[config.mk]
export PLATFORM = sky130hd
export DESIGN_NAME = timer_ctrl
export DESIGN_NICKNAME = d
export VERILOG_FILES = /design/src/rtl/timer_pkg.sv /design/src/rtl/timer_prescaler.sv /design/src/rtl/timer_ctrl.sv
export SDC_FILE = /design/constraint.sdc
export NUM_CORES = 1
export LEC_CHECK = 0
export BUFFER_PORTS_ARGS = -buffer_cell sky130_fd_sc_hd__buf_4
export CELL_PAD_IN_SITES_DETAIL_PLACEMENT = 1
export CELL_PAD_IN_SITES_GLOBAL_PLACEMENT = 1
export CORE_ASPECT_RATIO = 1.75
export CORE_MARGIN = 8
export CORE_UTILIZATION = 43
export CTS_BUF_LIST = sky130_fd_sc_hd__clkbuf_4
export DETAILED_ROUTE_END_ITERATION = 6
export PLACE_DENSITY = 0.85
export SLEW_MARGIN = 20
export SYNTH_ARGS = -nofsm -noshare
export SYNTH_HDL_FRONTEND = slang
export SYNTH_SLANG_ARGS = --single-unit
[constraint.sdc]
create_clock -name clk -period 2.2 [get_ports clk]
set_input_delay 0.11 -clock clk [delete_from_list [all_inputs] [get_ports clk]]
set_output_delay 0.11 -clock clk [all_outputs]
set_load 0.02 [all_outputs]
[src/rtl/timer_pkg.sv]
// Shared types and constants for the timer sequencing controller.
package timer_pkg;

  localparam int unsigned CNT_W_DEF = 32'd8;
  localparam int unsigned PRE_W_DEF = 32'd8;

  typedef enum logic [2:0] {
    IDLE  = 3'd0,
    ARM   = 3'd1,
    RUN   = 3'd2,
    PAUSE = 3'd3,
    DONE  = 3'd4
  } timer_state_e;

  // Number of clk cycles in RUN between expiries for period p, divider n.
  function automatic int unsigned TICKS(input int unsigned p, input int unsigned n);
    return (p + 32'd1) * (n + 32'd1);
  endfunction

endpackage

[src/rtl/timer_prescaler.sv]
// Programmable clk divider: raises tick when the count reaches max_i, then
// wraps to zero. Holds its value whenever it is neither cleared nor enabled.
module timer_prescaler
  import timer_pkg::*;
#(
  parameter int unsigned PRE_W = PRE_W_DEF
) (
  input  logic             clk,
  input  logic             clr_b,
  input  logic             clr_i,
  input  logic             en_i,
  input  logic [PRE_W-1:0] max_i,
  output logic             tick_o
);

  logic [PRE_W-1:0] cnt_q;
  logic [PRE_W-1:0] cnt_d;

  assign tick_o = (cnt_q == max_i);

  // Next prescaler count: clear wins, then advance/wrap, otherwise hold.
  always_comb begin
    cnt_d = cnt_q;
    if (clr_i) begin
      cnt_d = {PRE_W{1'b0}};
    end else if (en_i) begin
      if (tick_o) begin
        cnt_d = {PRE_W{1'b0}};
      end else begin
        cnt_d = cnt_q + PRE_W'(1'b1);
      end
    end else begin
      cnt_d = cnt_q;
    end
  end

  // Prescaler count register.
  always_ff @(posedge clk or negedge clr_b) begin
    if (!clr_b) begin
      cnt_q <= {PRE_W{1'b0}};
    end else begin
      cnt_q <= cnt_d;
    end
  end

endmodule

[src/rtl/timer_ctrl.sv]
// Timer sequencing controller: arms, runs, pauses and expires the counter
// cascade. Period, divider and mode are captured in shadow registers on start
// from IDLE/DONE so that software may rewrite them while the timer runs.
module timer_ctrl
  import timer_pkg::*;
#(
  parameter int unsigned CNT_W = CNT_W_DEF,
  parameter int unsigned PRE_W = PRE_W_DEF
) (
  input  logic             clk,
  input  logic             clr_b,
  input  logic             start,
  input  logic             stop,
  input  logic             oneshot,
  input  logic [CNT_W-1:0] period,
  input  logic [PRE_W-1:0] prescale,
  input  logic [CNT_W-1:0] cnt_i,
  output logic             ctr_en,
  output logic             ctr_clr,
  output logic             expire,
  output logic             busy
);

  timer_state_e     state_q, state_d;
  logic [CNT_W-1:0] period_q, period_d;
  logic [PRE_W-1:0] prescale_q, prescale_d;
  logic             oneshot_q, oneshot_d;

  logic tick_s;
  logic adv_s;
  logic at_p_s;

  // Prescaler only advances in RUN cycles that are not being paused; ARM
  // restarts it so every run begins on a fresh divide period.
  assign adv_s  = (state_q == RUN) && !stop;
  assign at_p_s = (cnt_i == period_q);

  timer_prescaler #(
    .PRE_W (PRE_W)
  ) u_prescaler (
    .clk    (clk),
    .clr_b  (clr_b),
    .clr_i  (state_q == ARM),
    .en_i   (adv_s),
    .max_i  (prescale_q),
    .tick_o (tick_s)
  );

  // Output decode. A cascade value above P is not an expiry: it keeps
  // counting and wraps through all-ones back to P.
  assign ctr_en  = adv_s && tick_s && !at_p_s;
  assign expire  = adv_s && tick_s && at_p_s;
  assign ctr_clr = (state_q == ARM) || expire;
  assign busy    = (state_q == ARM) || (state_q == RUN) || (state_q == PAUSE);

  // Next state and shadow capture; stop always wins over start.
  always_comb begin
    state_d    = state_q;
    period_d   = period_q;
    prescale_d = prescale_q;
    oneshot_d  = oneshot_q;
    case (state_q)
      IDLE, DONE: begin
        if (stop) begin
          state_d = IDLE;
        end else if (start) begin
          state_d    = ARM;
          period_d   = period;
          prescale_d = prescale;
          oneshot_d  = oneshot;
        end else begin
          state_d = state_q;
        end
      end
      ARM: begin
        state_d = RUN;
      end
      RUN: begin
        if (stop) begin
          state_d = PAUSE;
        end else if (expire && oneshot_q) begin
          state_d = DONE;
        end else begin
          state_d = RUN;
        end
      end
      PAUSE: begin
        if (stop) begin
          state_d = IDLE;
        end else if (start) begin
          state_d = RUN;
        end else begin
          state_d = PAUSE;
        end
      end
      default: begin
        state_d = IDLE;
      end
    endcase
  end

  // State and shadow registers.
  always_ff @(posedge clk or negedge clr_b) begin
    if (!clr_b) begin
      state_q    <= IDLE;
      period_q   <= {CNT_W{1'b0}};
      prescale_q <= {PRE_W{1'b0}};
      oneshot_q  <= 1'b0;
    end else begin
      state_q    <= state_d;
      period_q   <= period_d;
      prescale_q <= prescale_d;
      oneshot_q  <= oneshot_d;
    end
  end

endmodule
Word level (Yosys, flattened, before mapping)
Cells that the tools add are included.
Storage, ports and cells
  register bits after elaboration: 28
  bits of input ports: 29
  output and inout port bits: 4
  word-level logic and storage cells: 38
Operators by class
  $add $sub $neg: 1
  equal/unequal tests: 7
  mux-type cells: 10
  bitwise gates (word level): 1
  reductions and logical operators: 14
Operator list (count)
  $mux 8: 3
  $eq 8x8->1: 2
  $mux 3: 4
  $pmux 3 s4: 1
  $add 8x1->8 const B: 1
  $eq 3x2->1 const B: 2
  $logic_and 1x1->1: 5
  $eq 3x1->1 const B: 1
  $eq 3x3->1 const B: 1
  $logic_not 3->1: 1
  $logic_or 1x1->1: 3
  $ne 3x3->1 const B: 1
  $reduce_and 3->1: 1
  $logic_not 1->1: 2
  $mux 2: 1
  $reduce_bool 2->1: 1
  $reduce_or 2->1: 1
  $mux 1: 1
  $not 1->1: 1

Depth between registers and ports, before layout
  depth in word-level cells: 8
  mapped depth: 6

By module
From an unflattened synthesis, not the netlist that was laid out.
Unflattened totals
  cell total of the unflattened synthesis: 118
  area, all modules: 1458.9 um2
By module, submodules not included
  timer_ctrl: times used 1, cells an instance 68, area each 933.4 um2
  timer_prescaler: times used 1, cells an instance 50, area each 525.5 um2

Least setup slack after synthesis
Ideal clock, no wire load.
  kind: reg2out
  start: register u_prescaler.cnt_q[3]
  end: output ctr_en
  arrival: 1.641 ns
  slack: 0.449 ns
  cell stages (with the launch flop): 5
  path buffers: 0
  path through: dfrtp_1 -> xor2_1 -> nor4_1 -> nand2_1 -> nor3_1
Between the ends
  longest elaborated chain between the ends: 3
RTL lines
  start, declared: RTL line timer_prescaler.sv:16  | logic [PRE_W-1:0] cnt_q;
  start signal, assigned: RTL line timer_prescaler.sv:40  | cnt_q <= {PRE_W{1'b0}};
  start signal, assigned: RTL line timer_prescaler.sv:42  | cnt_q <= cnt_d;
  $eq 8x8->1: RTL line timer_prescaler.sv:19  | assign tick_o = (cnt_q == max_i);
  $logic_and 1x1->1 (2 in series): RTL line timer_ctrl.sv:51  | assign ctr_en = adv_s && tick_s && !at_p_s;
  end, declared: RTL line timer_ctrl.sv:18  | output logic ctr_en,
Every way passes these cells.

Worst setup path in the final report
  start: register u_prescaler.cnt_q[2]
  end: output ctr_en
Same word-level chain as after synthesis.

==> run metrics <==
status=finished clean; die height=just over 90 um; Hold Crit Start=prescale[6]; commonest cells after routing, fill and taps aside=buf_4 (37), dfrtp_1 (27), mux2_2 (17), dlygate4sd3_1 (17), nand2_1 (15); setup violators final=0; number of synthesis warnings=0; Clock Sinks=28; Non-Filler Instances=233; routed wl met3=143 um; initial core utilization=between 40% and 50%; Worst EP arrival=just over 2 ns; mean routed wirelength per cell=roughly 18 um; I/O pins=33; routed vias=approximately 1300; post-route ant nets=0; vias in the first global route=about 1400; post-synth net total=161; reg2reg setup slack=about 0.3 ns; reg2reg start=u_prescaler.cnt_q[2]; minimum clock period after layout=about 2.1 ns; leakage=0.917 nW; Hold Crit Class=primary input to flop; capture point of the worst reg-to-reg path=u_prescaler.cnt_q[5]; final hold violation count=0; Max Clk Rate=around 470 MHz; area growth from synthesis to layout=37.4%; Die W=60.3 um; CTS HTree Levels=1; met1 WL=1520 um; Setup crit start kind=flop; Final Power=0.00208 W; Nets=roughly 220; clk_skew=0.0115 ns; Port Buffers=32; Mapped Area=1480 um^2; proportion of layout cells with a drive suffix above 1=between 30% and 40%; WL met2=between 2000 and 2500 um; critical path endpoint category=output pin; diodes inserted=0; Total GRT Usage=15.6%; first-pass GRT wire length=approximately 6700 um; Initial DRC Count=30; Placer Congestion=between 0.8 and 0.9; count of final max-slew check failures=0; crit-path max FO=5; row cnt=28; Post-Synthesis Mean Instance Area=11.3 um^2; highest metal used=met4; cell depth of the worst flop-to-flop path=7; CTS max path bufs=2; Inst Count DP=about 210; Final Cycle Share=a little over nine tenths; CTS Buf Count=3; sequential fraction of the synthesis area=between 40% and 50%; routed vias/inst=5.38; clk slew on worst S/H paths=0.15 ns; Hold EP=prescale_q[6]; Top FF cell, synth=dfrtp_1; GR Overflow Total=0; initial antenna violation count=0; hold path cells=2; FFs w/ async S/R, synth=100%; drt drc=0; relative slew slack=about 64%; DP Worst Slack=about 0.30 ns; TritonRoute pass-1 iters=4; CTS tree=yes; post-route setup slack=0.0588 ns; FILL cells=roughly 360; area of the die=about 5600 um^2; kind of critical path=flop to output pin; number of max-cap violations=0; WL final=~4300 um; Power Dens Cells=~1000 nW/um^2; placed wire-length estimate=about 3000 um; number of synthesized flops with an enable pin=0; Worst EP required=2.09 ns; Clock Tree Root=clkbuf_4; Cells after Synth=~130; peak supply drop=approximately 0.53 mV; Cell variety after synth=36; clk_lat worst skew=roughly 0.34 ns; worst slew pin tran=between 0.5 and 0.6 ns; most common cell after layout, fill and taps aside=buf_4; largest net degree at the start of global routing=29; core area=around 3300 um^2; Seq cells post-synth=28
## synthesized netlist by cell type (all sizes together) (2+ instances only)
cell	number	area share (%)
nand2b	2	1.0
nor4b	2	3.2
nor3	3	1.0
a21oi	3	1.0
nor2	7	1.9
o211ai	2	1.4
nand3	6	2.0
mux2	17	13
xor2	9	5.3
inv	2	0.51
nand2	15	3.8
or3	3	1.6
buf	2	0.85
o21ai	4	1.4
dfrtp	28	47
nand4	3	1.3
xnor2	8	4.7
nor4	2	0.85
## cells by family (layout without fill, tap and decap cells)
group | count (synthesis) | after routing | synth area share [%]
muxes | 18 | 18 | 13.6
xor gates and xnor gates | 17 | 17 | 10.1
buffers and inverters | 4 | 61 | 1.36
AOI/OAI and AO/OA | 15 | 15 | 7.03
DFF | 28 | 28 | 47.5
adders and majority gates | 1 | 1 | 0.847
and+or+nand+nor | 48 | 48 | 19.6
## worst max path at each step
| stage | startpoint | end | slack, ns | cells past startpoint |
|---|---|---|---|---|
| global route | u_prescaler.cnt_q[2] | ctr_clr | -0.06 | 6 |
| global placement | u_prescaler.cnt_q[3] | ctr_en | 0.45 | 5 |
| detailed placement | u_prescaler.cnt_q[3] | ctr_en | 0.30 | 5 |
| CTS | u_prescaler.cnt_q[0] | ctr_clr | 0.04 | 6 |
| finish | u_prescaler.cnt_q[2] | ctr_en | 0.06 | 6 |
| floorplan | u_prescaler.cnt_q[3] | ctr_en | 0.45 | 4 |
## final cells by class
type | instances | area, um^2 | share of cell area [%]
clock buffer | 3 | 22.5 | 1.11
inverter | 2 | 7.51 | 0.370
timing repair buffer | 55 | 468 | 23.1
sequential | 28 | 702 | 34.6
tap | 45 | 56.3 | 2.78
clock inverter | 1 | 3.75 | 0.185
multi-input combinational | 99 | 768 | 37.9
## sequential cells by signal, summed over array words and instances (netlist names)
register and count:
prescale_q 8, period_q 8, u_prescaler.cnt_q 8, oneshot_q 1, state_q 3
## per-layer routing
metal	vias up	GRT usage (%)
met5	-	0
met4	0	8.22
met3	15	2.48
met2	32	29.4
met1	625	15.2
li1	581	-
## critical path, cell delays in order, from the launching register on
cell	delay [ns]
dfrtp_1	0.47
xor2_1	0.18
nor4_2	0.40
buf_4	0.18
nand2_1	0.09
nor3_1	0.19
buf_4	0.18
## power breakdown
part | leakage (nW) | internal, W | switching [W]
registers | 0.340 | 0.000733 | 0.000239
clock network | 0.0154 | 0.0000668 | 0.000153
logic | 0.561 | 0.000489 | 0.000404
## timing repair
action | 4_1_cts | 5_1_grt
resized for setup | 1 | 2
hold buffers | 14 | 3
hold endpoints to repair | 41 | 3
setup buffers | 1 | 4
pin swaps | 1 | 3
setup endpoints to repair | 2 | 2
## metrics by stage
step	hold slack [ns]	area, um^2	util (%)	TNS (ns)
2_1_floorplan	-0.186	1480	-	0
3_3_place_gp	0.0440	1780	53.5	0
3_5_place_dp	0.0541	1780	53.5	0
4_1_cts	0.00110	1960	58.9	0
5_1_grt	0.000164	2030	60.9	-0.120
6_report	0.0161	2030	60.9	0
Power figures use the tool's default switching activity.
